$ cat src/rtl/forward_kin_if.sv
`default_nettype none
// ============================================================================
// Module      : forward_kin_if
// Description : Request/response bundle for the forward-kinematics block.
//               Master issues joint angles, slave returns the end-effector
//               position with a busy/valid handshake.
// Revision    : 1.0 - initial release
// ============================================================================
interface forward_kin_if;
    logic               start;
    logic signed [31:0] xita1;
    logic signed [31:0] xita2;
    logic               busy;
    logic               valid;
    logic signed [31:0] x;
    logic signed [31:0] y;

    modport master (
        output start, xita1, xita2,
        input  busy, valid, x, y
    );

    modport slave (
        input  start, xita1, xita2,
        output busy, valid, x, y
    );
endinterface
`default_nettype wire

$ cat src/rtl/forward_kin.sv
`default_nettype none
// ============================================================================
// Module      : forward_kin
// Description : Two-link planar arm forward kinematics. One iterative
//               rotation-mode CORDIC engine is run twice per request: link 1
//               at xita1, link 2 at the wrapped sum xita1+xita2. The two
//               vectors are summed to give (x, y) in Q16.16 centimetres.
// Revision    : 1.0 - initial release
// ============================================================================
module forward_kin #(
    parameter logic signed [31:0] L1   = 32'h0007_6666,
    parameter logic signed [31:0] L2   = 32'h0012_0000,
    parameter int                 ITER = 16
) (
    input  logic          clk,
    input  logic          rst_n,
    forward_kin_if.slave  bus
);

    localparam logic signed [32:0] PI     = 33'sd205887;
    localparam logic signed [31:0] HPI    = 32'sd102944;
    localparam logic signed [32:0] TWO_PI = 33'sd411775;
    localparam longint             K      = 39797;

    // Link lengths pre-scaled by the CORDIC gain so the engine output is
    // already the true link vector.
    localparam longint             LK1_W = (longint'(L1) * K) >>> 16;
    localparam longint             LK2_W = (longint'(L2) * K) >>> 16;
    localparam logic signed [31:0] LK1   = LK1_W[31:0];
    localparam logic signed [31:0] LK2   = LK2_W[31:0];
    localparam logic [3:0]         LAST  = 4'(ITER - 1);

    typedef enum logic [2:0] {
        IDLE  = 3'd0,
        PRE1  = 3'd1,
        ITER1 = 3'd2,
        PRE2  = 3'd3,
        ITER2 = 3'd4,
        DONE  = 3'd5
    } state_t;

    state_t             state;
    logic signed [31:0] a1, a2;
    logic signed [31:0] cx, cy, cz;
    logic signed [31:0] cx1, sy1;
    logic [3:0]         i;

    logic signed [32:0] sum33, wrap33;
    logic signed [31:0] pre_angle, pre_len;
    logic signed [31:0] px, py, pz;
    logic signed [31:0] xs, ys, at;
    logic signed [31:0] nx, ny, nz;

    function automatic logic signed [31:0] atan_lut(input logic [3:0] idx);
        case (idx)
            4'd0:    atan_lut = 32'sd51472;
            4'd1:    atan_lut = 32'sd30386;
            4'd2:    atan_lut = 32'sd16055;
            4'd3:    atan_lut = 32'sd8150;
            4'd4:    atan_lut = 32'sd4091;
            4'd5:    atan_lut = 32'sd2047;
            4'd6:    atan_lut = 32'sd1024;
            4'd7:    atan_lut = 32'sd512;
            4'd8:    atan_lut = 32'sd256;
            4'd9:    atan_lut = 32'sd128;
            4'd10:   atan_lut = 32'sd64;
            4'd11:   atan_lut = 32'sd32;
            4'd12:   atan_lut = 32'sd16;
            4'd13:   atan_lut = 32'sd8;
            4'd14:   atan_lut = 32'sd4;
            default: atan_lut = 32'sd2;
        endcase
    endfunction

    // Absolute link-2 angle, wrapped back into [-pi, pi] via a 33-bit sum.
    always_comb begin
        sum33  = {bus.xita1[31], bus.xita1} + {bus.xita2[31], bus.xita2};
        wrap33 = sum33;
        if (sum33 > PI)
            wrap33 = sum33 - TWO_PI;
        else if (sum33 < -PI)
            wrap33 = sum33 + TWO_PI;
    end

    // Pre-rotation by +/-90 degrees brings the residual angle into the
    // CORDIC convergence range.
    always_comb begin
        pre_angle = (state == PRE1) ? a1  : a2;
        pre_len   = (state == PRE1) ? LK1 : LK2;
        px        = pre_len;
        py        = '0;
        pz        = pre_angle;
        if (pre_angle > HPI) begin
            px = '0;
            py = pre_len;
            pz = pre_angle - HPI;
        end else if (pre_angle < -HPI) begin
            px = '0;
            py = -pre_len;
            pz = pre_angle + HPI;
        end
    end

    // One CORDIC micro-rotation, direction chosen by the sign of z.
    always_comb begin
        xs = cx >>> i;
        ys = cy >>> i;
        at = atan_lut(i);
        if (!cz[31]) begin
            nx = cx - ys;
            ny = cy + xs;
            nz = cz - at;
        end else begin
            nx = cx + ys;
            ny = cy - xs;
            nz = cz + at;
        end
    end

    // Control FSM with registered handshake and result outputs.
    always_ff @(posedge clk or negedge rst_n) begin
        if (!rst_n) begin
            state     <= IDLE;
            a1        <= '0;
            a2        <= '0;
            cx        <= '0;
            cy        <= '0;
            cz        <= '0;
            cx1       <= '0;
            sy1       <= '0;
            i         <= '0;
            bus.busy  <= 1'b0;
            bus.valid <= 1'b0;
            bus.x     <= '0;
            bus.y     <= '0;
        end else begin
            bus.valid <= 1'b0;
            case (state)
                IDLE: begin
                    if (bus.start) begin
                        a1       <= bus.xita1;
                        a2       <= wrap33[31:0];
                        bus.busy <= 1'b1;
                        state    <= PRE1;
                    end
                end
                PRE1, PRE2: begin
                    cx    <= px;
                    cy    <= py;
                    cz    <= pz;
                    i     <= '0;
                    state <= (state == PRE1) ? ITER1 : ITER2;
                end
                ITER1, ITER2: begin
                    cx <= nx;
                    cy <= ny;
                    cz <= nz;
                    i  <= i + 4'd1;
                    if (i == LAST) begin
                        if (state == ITER1) begin
                            cx1   <= nx;
                            sy1   <= ny;
                            state <= PRE2;
                        end else begin
                            state <= DONE;
                        end
                    end
                end
                DONE: begin
                    bus.x     <= cx1 + cx;
                    bus.y     <= sy1 + cy;
                    bus.valid <= 1'b1;
                    bus.busy  <= 1'b0;
                    state     <= IDLE;
                end
                default: state <= IDLE;
            endcase
        end
    end

endmodule
`default_nettype wire

$ cat src/flat_wrapper.sv
// flat-port wrapper written by rule: the top's interface ports become plain ports
module forward_kin_flat 
#(
    parameter logic signed [31:0] L1   = 32'h0007_6666,
    parameter logic signed [31:0] L2   = 32'h0012_0000,
    parameter int                 ITER = 16
)
  (clk, rst_n, bus_start, bus_xita1, bus_xita2, bus_busy, bus_valid, bus_x, bus_y);
  forward_kin_if bus_i ();
  input  logic clk;
  input  logic rst_n;
  input wire logic [$bits(bus_i.start)-1:0] bus_start;
  input wire logic [$bits(bus_i.xita1)-1:0] bus_xita1;
  input wire logic [$bits(bus_i.xita2)-1:0] bus_xita2;
  output wire logic [$bits(bus_i.busy)-1:0] bus_busy;
  output wire logic [$bits(bus_i.valid)-1:0] bus_valid;
  output wire logic [$bits(bus_i.x)-1:0] bus_x;
  output wire logic [$bits(bus_i.y)-1:0] bus_y;
  assign bus_i.start = bus_start;
  assign bus_i.xita1 = bus_xita1;
  assign bus_i.xita2 = bus_xita2;
  assign bus_busy = bus_i.busy;
  assign bus_valid = bus_i.valid;
  assign bus_x = bus_i.x;
  assign bus_y = bus_i.y;
  forward_kin #(.L1(L1), .L2(L2), .ITER(ITER)) u_core (.clk(clk), .rst_n(rst_n), .bus(bus_i));
endmodule
$ cat config.mk
export PLATFORM = sky130hd
export DESIGN_NAME = forward_kin_flat
export DESIGN_NICKNAME = d
export VERILOG_FILES = /design/src/rtl/forward_kin_if.sv /design/src/rtl/forward_kin.sv /design/src/flat_wrapper.sv
export SDC_FILE = /design/constraint.sdc
export NUM_CORES = 1
export LEC_CHECK = 0
export ABC_AREA = 0
export BUFFER_PORTS_ARGS = -buffer_cell sky130_fd_sc_hd__buf_2
export CAP_MARGIN = 5
export CELL_PAD_IN_SITES_DETAIL_PLACEMENT = 0
export CELL_PAD_IN_SITES_GLOBAL_PLACEMENT = 2
export CORE_MARGIN = 5
export CORE_UTILIZATION = 39
export DETAILED_ROUTE_END_ITERATION = 10
export PLACE_DENSITY = 0.79
export SETUP_SLACK_MARGIN = 0.2
export SYNTH_ARGS = -nofsm -noshare
export SYNTH_HDL_FRONTEND = slang
export SYNTH_SLANG_ARGS = --single-unit
$ cat constraint.sdc
create_clock -name clk -period 8.1 [get_ports clk]
set_clock_uncertainty 0.05 [all_clocks]
set_input_delay 1.62 -clock clk [delete_from_list [all_inputs] [get_ports clk]]
set_output_delay 1.62 -clock clk [all_outputs]
set_load 0.005 [all_outputs]
==> results of run 1 <==
-- tightest hold or removal path, cell delays in order, from the launching register on --
cell and delay (ps):
sky130_fd_sc_hd__dfrtp_1 330, sky130_fd_sc_hd__nand2_1 50, sky130_fd_sc_hd__nand2_1 50
-- layout make-up --
class	count	share of cell area (%)
clock buffers	47	3.366
inverters	83	0.9920
multi-input cells	2941	63.79
clock inverters	24	1.131
repair buffers	172	3.211
well taps	959	3.820
flip-flops and latches	297	23.69
-- stage by stage --
step	instances	util [%]	instance area, um^2	setup slack, ps	hold WS, ps
3_3_place_gp	4452	41.25	30000	1308	395.9
4_1_cts	4523	43.20	31410	1160	417.6
3_5_place_dp	4452	41.25	30000	1171	404.5
6_report	4523	43.20	31410	1036	408.6
5_1_grt	4523	43.20	31410	522.5	441.4
2_1_floorplan	3496	-	28450	1848	398.2
-- per-layer routing --
| layer | track usage (%) | vias up | routed length (um) |
|---|---|---|---|
| met5 | 0 | - | 0 |
| li1 | - | 12780 | - |
| met4 | 8.125 | 0 | 3579 |
| met1 | 30.64 | 12770 | 42130 |
| met3 | 2.763 | 181 | 4082 |
| met2 | 44.40 | 671 | 49390 |
-- worst paths after layout --
path	end	slack, ps	cells after the start
max	u_core.sy1[30]$_DFFE_PN0P_	1040	23
min	u_core.bus.x[22]$_DFFE_PN0P_	410	2
max reg2reg	u_core.sy1[30]$_DFFE_PN0P_	1040	23
min reg2reg	u_core.bus.x[22]$_DFFE_PN0P_	410	2
max in group asynchronous	u_core.cx[25]$_DFFE_PN0P_	5360	3
min in group asynchronous	u_core.bus.x[19]$_DFFE_PN0P_	980	1
-- logic make-up after synthesis --
group / share of synthesized area [%]
AOI/OAI and AO/OA: 22.64
adders and majority gates: 9.481
muxes: 10.44
buffers and inverters: 3.593
DFF: 26.12
xor gates and xnor gates: 8.773
and+or+nand+nor: 18.95
-- state kept, by name, indices dropped and copies added (netlist names) --
name / flops
u_core.sy1: 32
u_core.bus.y: 32
u_core.a2: 32
u_core.cy: 32
u_core.cx1: 32
u_core.bus.valid: 1
u_core.bus.x: 32
u_core.a1: 32
u_core.i: 4
u_core.state: 3
u_core.bus.busy: 1
u_core.cx: 32
u_core.cz: 32
-- cell usage in the layout, fill, tap and decap left out, drive strengths merged, types with 59 or more instances in the layout --
master	netlist	final
buf	46	172
nand2	529	529
dfrtp	297	297
inv	81	83
o21ai	272	272
ha	206	206
mux2	70	70
xnor2	172	172
a21o	73	73
mux2i	101	101
nor2	283	283
nor3	67	67
nand3	59	59
a21oi	308	308
xor2	113	113
==> results.sh, run 1 <==
export IMPL_grt_max_degree=125
export IMPL_grt_pass1_vias=26390
export IMPL_multiInputGateArea_mm2=0.02003
export IMPL_synth_sequential_area_ratio_pct=26.12
export IMPL_place_congestion=0.9173
export IMPL_row_count=99
export IMPL_track_usage_pct=24.59
export IMPL_floorplan_die_width_um=280.1
export IMPL_timing_max_transition_violations_final=0
export IMPL_timing_critical_path_mode_cell="sky130_fd_sc_hd__nor2_1"
export IMPL_ys_async_sr_fraction_pct=100.0
export IMPL_worstPathArrival_ps=7470
export IMPL_count_of_antenna_violating_nets_left_after_detailed_routing=0
export IMPL_via_per_inst=5.837
export IMPL_cts_max_path_buffers=3
export IMPL_yosysMostFrequentCell="sky130_fd_sc_hd__nand2_1"
export IMPL_ctsResizeCount=0
export IMPL_clk_pin_slew_worst_paths_ps=60
export IMPL_timing_setup_critical_path_class="register to register"
export IMPL_worst_slew_pin_transition_ps=1100
export IMPL_post_synth_top_area_fraction_pct=26.12
export IMPL_postSynthNetCount=3775
export IMPL_drv_max_cap_violation_count=0
export IMPL_grt_antenna_before_repair=0
export IMPL_rsz0062_at_grt="false"
export IMPL_number_of_cells_produced_by_synthesis=3496
export IMPL_crit_required_ps=8510
export IMPL_floorplan_initialDensity_pct=39.13
export IMPL_yosys_warnings=0
export IMPL_cp_cell_sequence="buf_12 > mux4_2 > mux4_2 > nor4_1 > nor2b_1 > and2b_1 > nand3_1 > nor2_1 > nand2_1 > nor2_1 > nor2_1 > xnor2_1 > ha_1 > and3_1 > nand4_1 > nor4b_1 > nor3_1 > o31ai_1 > nand2_1 > a31oi_1 > a31oi_1 > xnor2_1 > mux2_2"
export IMPL_crit_path_max_cell_delay_ps=930
export IMPL_fill_cell_instance_count_of_the_final_layout=7349
export IMPL_status="completed"
export IMPL_cts_made_buffers=39
export IMPL_timing_hold_violations_final=0
export IMPL_core_area_mm2=0.07271
export IMPL_antennaDiodeCount=0
export IMPL_io_buffer_count=132
export IMPL_setup_viol=0
export IMPL_min_delay_path_class="register to register"
export IMPL_cts_hold_buffers_added=0
export IMPL_detailedRoute_firstPassIterationCount=6
export IMPL_synth_avg_cell_area_um2=8.139
export IMPL_cp_end_kind="register"
export IMPL_post_cts_setup_buffers=0
export IMPL_start_kind="register"
export IMPL_reg2reg_from="u_core.i[0]$_DFFE_PN0P_"
export IMPL_detail_route_wl_per_cell_um=21.93
export IMPL_crit_family="simple AND/OR/NAND/NOR gates"
export IMPL_design_die_area_mm2=0.07846
export IMPL_cpMaxStageDelayCell="sky130_fd_sc_hd__dfrtp_4"
export IMPL_synth_edf_count=0
export IMPL_worstPathBufferInverterCount=1
export IMPL_timing_final_crit_period_ps=7064
export IMPL_tns_ps=0
export IMPL_drive_above_1_share_pct=11.78
export IMPL_most_area_consuming_cells_after_synthesis="sky130_fd_sc_hd__dfrtp_1 (26%), sky130_fd_sc_hd__ha_1 (9.1%), sky130_fd_sc_hd__nand2_1 (7.0%)"
export IMPL_crit_fanout=49
export IMPL_drt_wl_total_mm=99.17
export IMPL_drc_errors=0
export IMPL_worst_skew_pair_late_latency_ps=580
export IMPL_layout_area_overhead_vs_synth_pct=10.39
export IMPL_postSynthRegisterBits=297
export IMPL_cts_sinks=297
export IMPL_grt_pass1_wl_mm=154.2
export IMPL_tritoncts="yes"
export IMPL_initial_drc_count=1834
export IMPL_ctsRootBufferMaster="sky130_fd_sc_hd__clkbuf_16"
export IMPL_globalRoute_totalOverflow=0
export IMPL_synth_top_area_cell="sky130_fd_sc_hd__dfrtp_1"
export IMPL_final_nets=3813
export IMPL_slew_limit_headroom_pct=26.41
export IMPL_synth_cell_type_count=92
export IMPL_seqCellArea_mm2=0.007441
export IMPL_max_freq_ghz=0.1416
export IMPL_htreeDepth=2
export IMPL_detailedPlacementHpwl_mm=77.19
export IMPL_synthesized_area_mm2=0.02845
export IMPL_die_height_um=280.1
export IMPL_vias=26400
export IMPL_floorplan_io_pins=133
export IMPL_period_share_pct=87.21
export IMPL_ys_flop_type="sky130_fd_sc_hd__dfrtp_1"
export IMPL_hp_start="u_core.bus.x[22]$_DFFE_PN0P_"
export IMPL_yosys_top_cells_count="sky130_fd_sc_hd__nand2_1 (529), sky130_fd_sc_hd__a21oi_1 (308), sky130_fd_sc_hd__dfrtp_1 (297), sky130_fd_sc_hd__nor2_1 (283), sky130_fd_sc_hd__o21ai_0 (247)"
export IMPL_setup_worst_path_start="u_core.i[0]$_DFFE_PN0P_"
Power of run 1 is not shown: default switching activity piles up to over one toggle a cycle in this logic, so the estimate is an artifact.
==> inputs of run 2 (changes only) <==
--- a/config.mk
+++ b/config.mk
@@ -13,6 +13,7 @@
 export CORE_MARGIN = 5
 export CORE_UTILIZATION = 39
 export DETAILED_ROUTE_END_ITERATION = 10
+export GPL_TIMING_DRIVEN = 0
 export PLACE_DENSITY = 0.79
 export SETUP_SLACK_MARGIN = 0.2
 export SYNTH_ARGS = -nofsm -noshare
==> run 2 against run 1 <==
Net effect: die area unchanged; non-clock buffer count up 139; core utilization up 0.61 points; critical path type unchanged; first-iteration DRC count up 22%; fmax down 6.8%; sequential share of layout area down 0.35 points; global-route usage up 5.2 points; via count up 6.1%; critical path depth up 3; highest routed layer unchanged; cell count up 3.1%.
==> results.sh, run 2 (synthesis results as in run 1) <==
export IMPL_cpMaxStageDelayCell="sky130_fd_sc_hd__o221ai_1"
export IMPL_cts_made_buffers=39
export IMPL_rsz0062_at_grt="false"
export IMPL_most_frequent_standard_cell_in_the_layout_excluding_fill_and_tap_cells="sky130_fd_sc_hd__nand2_1"
export IMPL_place_congestion=1.052
export IMPL_post_route_util_pct=43.80
export IMPL_track_usage_pct=29.81
export IMPL_status="completed"
export IMPL_max_freq_ghz=0.1319
export IMPL_worst_slew_pin_transition_ps=1424
export IMPL_clk_pin_slew_worst_paths_ps=60
export IMPL_grt_pass1_wl_mm=178.6
export IMPL_floorplan_initialDensity_pct=39.13
export IMPL_crit_family="compound AO/OA/AOI/OAI gates"
export IMPL_drt_wl_total_mm=120.7
export IMPL_layout_area_overhead_vs_synth_pct=11.93
export IMPL_layout_cells_most_common_list="sky130_fd_sc_hd__nand2_1 (529), sky130_fd_sc_hd__a21oi_1 (306), sky130_fd_sc_hd__dfrtp_1 (296)"
export IMPL_postLayoutSetupSlackWorst_ps=516.6
export IMPL_floorplan_io_pins=133
export IMPL_worstPathBufferInverterCount=6
export IMPL_drc_errors=0
export IMPL_start_kind="register"
export IMPL_timing_max_transition_violations_final=0
export IMPL_die_height_um=280.1
export IMPL_io_buffer_count=132
export IMPL_crit_path_max_cell_delay_ps=500
export IMPL_period_share_pct=93.62
export IMPL_drive_above_1_share_pct=11.87
export IMPL_setup_viol=0
export IMPL_slew_limit_headroom_pct=4.344
export IMPL_worst_skew_pair_late_latency_ps=570
export IMPL_placement_setup_worst_slack_ps=-1265
export IMPL_detailedPlacementHpwl_mm=97.50
export IMPL_cts_max_path_buffers=3
export IMPL_crit_fanout=10
export IMPL_cp_end_kind="register"
export IMPL_ctsRootBufferMaster="sky130_fd_sc_hd__clkbuf_16"
export IMPL_core_area_mm2=0.07271
export IMPL_via_per_inst=6.013
export IMPL_min_delay_path_class="register to register"
export IMPL_design_die_area_mm2=0.07846
export IMPL_row_count=99
export IMPL_initial_drc_count=2234
export IMPL_detail_route_wl_per_cell_um=25.89
export IMPL_crit_required_ps=8450
export IMPL_vias=28030
export IMPL_timing_hold_violations_final=0
export IMPL_floorplan_die_width_um=280.1
export IMPL_detailedRoute_firstPassIterationCount=6
export IMPL_timing_critical_path_mode_cell="sky130_fd_sc_hd__a21o_1"
export IMPL_tritoncts="yes"
export IMPL_worstPathArrival_ps=7940
export IMPL_drv_max_cap_violation_count=0
export IMPL_final_nets=3952
export IMPL_globalRoute_totalOverflow=0
export IMPL_timing_final_crit_period_ps=7583
export IMPL_tns_ps=0
export IMPL_grt_pass1_vias=27670
export IMPL_timing_setup_critical_path_class="register to register"
export IMPL_cts_sinks=297
export IMPL_htreeDepth=2
export IMPL_grt_max_degree=112
export IMPL_count_of_antenna_violating_nets_left_after_detailed_routing=0
export IMPL_grt_antenna_before_repair=2
-- run 2: per-layer routing --
| layer | vias up | GRT usage, % | share of wire, % |
|---|---|---|---|
| met5 | - | 0 | 0 |
| met4 | 0 | 11.91 | 4.7 |
| met1 | 13840 | 37.96 | 42 |
| met3 | 204 | 3.437 | 5.6 |
| met2 | 926 | 51.73 | 48 |
| li1 | 13060 | - | - |
-- run 2: tightest hold or removal path: stages (launching register included) --
cell and delay, ps:
sky130_fd_sc_hd__dfrtp_1 340, sky130_fd_sc_hd__nand2_1 50, sky130_fd_sc_hd__nand2_1 40
-- run 2: repair_timing --
| action | 4_1_cts | 5_1_grt |
|---|---|---|
| setup buffers | 2 | 0 |
| gates cloned | 0 | 0 |
| hold buffers | 0 | 0 |
| gates resized for setup | 27 | 30 |
| pin swaps | 1 | 0 |
| endpoints found under the setup margin | 51 | 20 |
-- run 2: final timing paths --
path / start / cells past startpoint / slack [ps] / to
max in group asynchronous: rst_n / 2 / 5900 / u_core.cz[13]$_DFFE_PN0P_
hold / removal: u_core.bus.x[22]$_DFFE_PN0P_ / 2 / 410 / u_core.bus.x[22]$_DFFE_PN0P_
min in group asynchronous: rst_n / 1 / 1020 / u_core.bus.x[21]$_DFFE_PN0P_
hold reg to reg: u_core.bus.x[22]$_DFFE_PN0P_ / 2 / 410 / u_core.bus.x[22]$_DFFE_PN0P_
setup reg to reg: u_core.i[1]$_DFFE_PN0P_ / 26 / 520 / u_core.cy[31]$_DFFE_PN0P_
setup / recovery: u_core.i[1]$_DFFE_PN0P_ / 26 / 520 / u_core.cy[31]$_DFFE_PN0P_
-- run 2: area by class of cell --
cell class,instances,area (um^2)
Fill cell,7322,40860
Multi-Input combinational cell,2941,20130
Sequential cell,297,7433
Timing Repair Buffer,136,740.7
Clock inverter,12,103.9
Inverter,83,311.5
Buffer,175,750.7
Tap cell,959,1200
Clock buffer,54,1165
Antenna cell,4,10.01
-- run 2: through the flow --
| step | area [um^2] | hold slack, ps | instances |
|---|---|---|---|
| 2_1_floorplan | 28450 | 398.2 | 3496 |
| 3_3_place_gp | 30310 | 401.5 | 4587 |
| 3_5_place_dp | 30380 | 409.8 | 4589 |
| 4_1_cts | 31740 | 425.5 | 4657 |
| 5_1_grt | 31840 | 436.4 | 4657 |
| 6_report | 31850 | 414.7 | 4661 |
Power of run 2 is left out for the same reason.
==> inputs of run 3 (changes only) <==
--- a/config.mk
+++ b/config.mk
@@ -10,12 +10,10 @@
 export CAP_MARGIN = 5
 export CELL_PAD_IN_SITES_DETAIL_PLACEMENT = 0
 export CELL_PAD_IN_SITES_GLOBAL_PLACEMENT = 2
-export CORE_MARGIN = 5
 export CORE_UTILIZATION = 39
 export DETAILED_ROUTE_END_ITERATION = 10
 export GPL_TIMING_DRIVEN = 0
 export PLACE_DENSITY = 0.79
-export SETUP_SLACK_MARGIN = 0.2
 export SYNTH_ARGS = -nofsm -noshare
 export SYNTH_HDL_FRONTEND = slang
 export SYNTH_SLANG_ARGS = --single-unit
==> run 3 against run 2 <==
Net effect: worst hold slack got worse by 2.7 ps; cell count decreased by 0.17%; critical endpoint is now u_core.cx1[31]$_DFFE_PN0P_; fmax shrank 1.7%; clock-buffer cell count rose by 4; critical path depth grew 1; design area barely moved; highest routed layer is now met5; wire length is 0.13% lower.
==> results.sh, run 3 (synthesis results as in run 1) <==
export IMPL_status="completed"
export IMPL_floorplan_initialDensity_pct=39.60
export IMPL_start_kind="register"
export IMPL_die_height_um=272.1
export IMPL_drc_errors=0
export IMPL_worst_slew_pin_transition_ps=1399
export IMPL_cts_hold_buffers_added=0
export IMPL_grt_pass1_vias=27460
export IMPL_floorplan_die_width_um=272.1
export IMPL_crit_required_ps=8510
export IMPL_cts_max_path_buffers=3
export IMPL_max_freq_ghz=0.1296
export IMPL_slew_limit_headroom_pct=6.749
export IMPL_global_route_usage_met3_pct=4.205
export IMPL_drive_above_1_share_pct=11.45
export IMPL_timing_hold_violations_final=0
export IMPL_tritoncts="yes"
export IMPL_globalRoute_totalOverflow=0
export IMPL_post_route_util_pct=44.33
export IMPL_count_of_antenna_violating_nets_left_after_detailed_routing=0
export IMPL_cpMaxStageDelayCell="sky130_fd_sc_hd__dfrtp_1"
export IMPL_grt_busiest_layer="met2"
export IMPL_final_nets=3950
export IMPL_grt_pass1_wl_mm=179.2
export IMPL_most_frequent_standard_cell_in_the_layout_excluding_fill_and_tap_cells="sky130_fd_sc_hd__nand2_1"
export IMPL_htreeDepth=2
export IMPL_worst_skew_pair_late_latency_ps=580
export IMPL_floorplan_io_pins=133
export IMPL_cp_end_kind="register"
export IMPL_design_die_area_mm2=0.07404
export IMPL_io_buffer_count=132
export IMPL_setup_viol=0
export IMPL_track_usage_pct=32.19
export IMPL_core_area_mm2=0.07185
export IMPL_grt_antenna_before_repair=4
export IMPL_cts_sinks=297
export IMPL_antennaDiodeCount=0
export IMPL_met2_usage_pct=56.04
export IMPL_detailedRoute_firstPassIterationCount=6
export IMPL_crit_path_max_cell_delay_ps=680
export IMPL_layout_cells_most_common_list="sky130_fd_sc_hd__nand2_1 (529), sky130_fd_sc_hd__a21oi_1 (306), sky130_fd_sc_hd__dfrtp_1 (297)"
export IMPL_crit_family="compound AO/OA/AOI/OAI gates"
export IMPL_row_count=98
export IMPL_period_share_pct=95.25
export IMPL_rsz0062_at_grt="false"
export IMPL_via_per_inst=6.024
export IMPL_layout_area_overhead_vs_synth_pct=11.96
export IMPL_use_met1_pct=39.82
export IMPL_worstPathArrival_ps=8130
export IMPL_crit_fanout=19
export IMPL_min_delay_path_class="register to register"
export IMPL_drt_wl_total_mm=120.5
export IMPL_fin_cells=4653
export IMPL_detail_route_wl_per_cell_um=25.90
export IMPL_timing_final_crit_period_ps=7716
export IMPL_grt_max_degree=112
export IMPL_vias=28030
export IMPL_timing_setup_critical_path_class="register to register"
export IMPL_ctsRootBufferMaster="sky130_fd_sc_hd__clkbuf_16"
export IMPL_dp_cells=4582
export IMPL_cts_made_buffers=40
export IMPL_detailedPlacementHpwl_mm=96.59
export IMPL_worstPathBufferInverterCount=6
export IMPL_drv_max_cap_violation_count=0
export IMPL_clk_pin_slew_worst_paths_ps=70
export IMPL_initial_drc_count=2421
export IMPL_timing_max_transition_violations_final=0
export IMPL_place_congestion=1.013
run 3: cell types whose count changed in the layout (fill, tap and decap cells not counted), sizes merged:
cell / change
buf: +3
clkbuf: -2
diode: -4
bufinv: +4
run 3: worst paths after layout:
check | slack (ps) | endpoint | cells after the start | start
max in group asynchronous | 5890 | u_core.cz[4]$_DFFE_PN0P_ | 2 | rst_n
min in group asynchronous | 990 | u_core.bus.x[21]$_DFFE_PN0P_ | 1 | rst_n
setup reg to reg | 380 | u_core.cx1[31]$_DFFE_PN0P_ | 27 | u_core.i[2]$_DFFE_PN0P_
setup / recovery | 380 | u_core.cx1[31]$_DFFE_PN0P_ | 27 | u_core.i[2]$_DFFE_PN0P_
hold / removal | 410 | u_core.bus.y[17]$_DFFE_PN0P_ | 2 | u_core.bus.y[17]$_DFFE_PN0P_
hold reg to reg | 410 | u_core.bus.y[17]$_DFFE_PN0P_ | 2 | u_core.bus.y[17]$_DFFE_PN0P_
run 3: tightest hold or removal path: stages, from the launching register on:
cell                      delay [ps]
sky130_fd_sc_hd__dfrtp_1         340
sky130_fd_sc_hd__nand2_1          50
sky130_fd_sc_hd__nand2_1          50
run 3: repair_timing:
item / 4_1_cts / 5_1_grt
pin swaps: 1 / 0
resized for setup: 16 / 16
setup endpoints to repair: 34 / 16
buffers inserted: 2 / 0
run 3: routing by layer:
metal | vias up | wire (um)
li1 | 13040 | -
met3 | 229 | 6232
met5 | - | 18
met4 | 4 | 5392
met1 | 13820 | 50360
met2 | 933 | 58520
run 3: cell type report:
class | instances | area [um^2]
well taps | 950 | 1189
multi-input cells | 2941 | 20060
plain buffers | 169 | 713.2
fillers | 7331 | 40000
repair buffers | 139 | 774.5
clock buffers | 58 | 1150
flip-flops and latches | 297 | 7432
inverters | 83 | 315.3
clock inverters | 16 | 222.7
run 3: per-stage QoR:
stage / instance area (um^2) / TNS (ps) / setup WS, ps / hold slack (ps)
2_1_floorplan: 28450 / 0 / 1848 / 398.2
3_3_place_gp: 30300 / -149990 / -1388 / 393.3
3_5_place_dp: 30390 / -13350 / -1368 / 404.8
4_1_cts: 31800 / 0 / 38.57 / 418.2
5_1_grt: 31860 / 0 / 2.911 / 443.2
6_report: 31860 / 0 / 384.4 / 412.0
Power of run 3 is left out for the same reason.
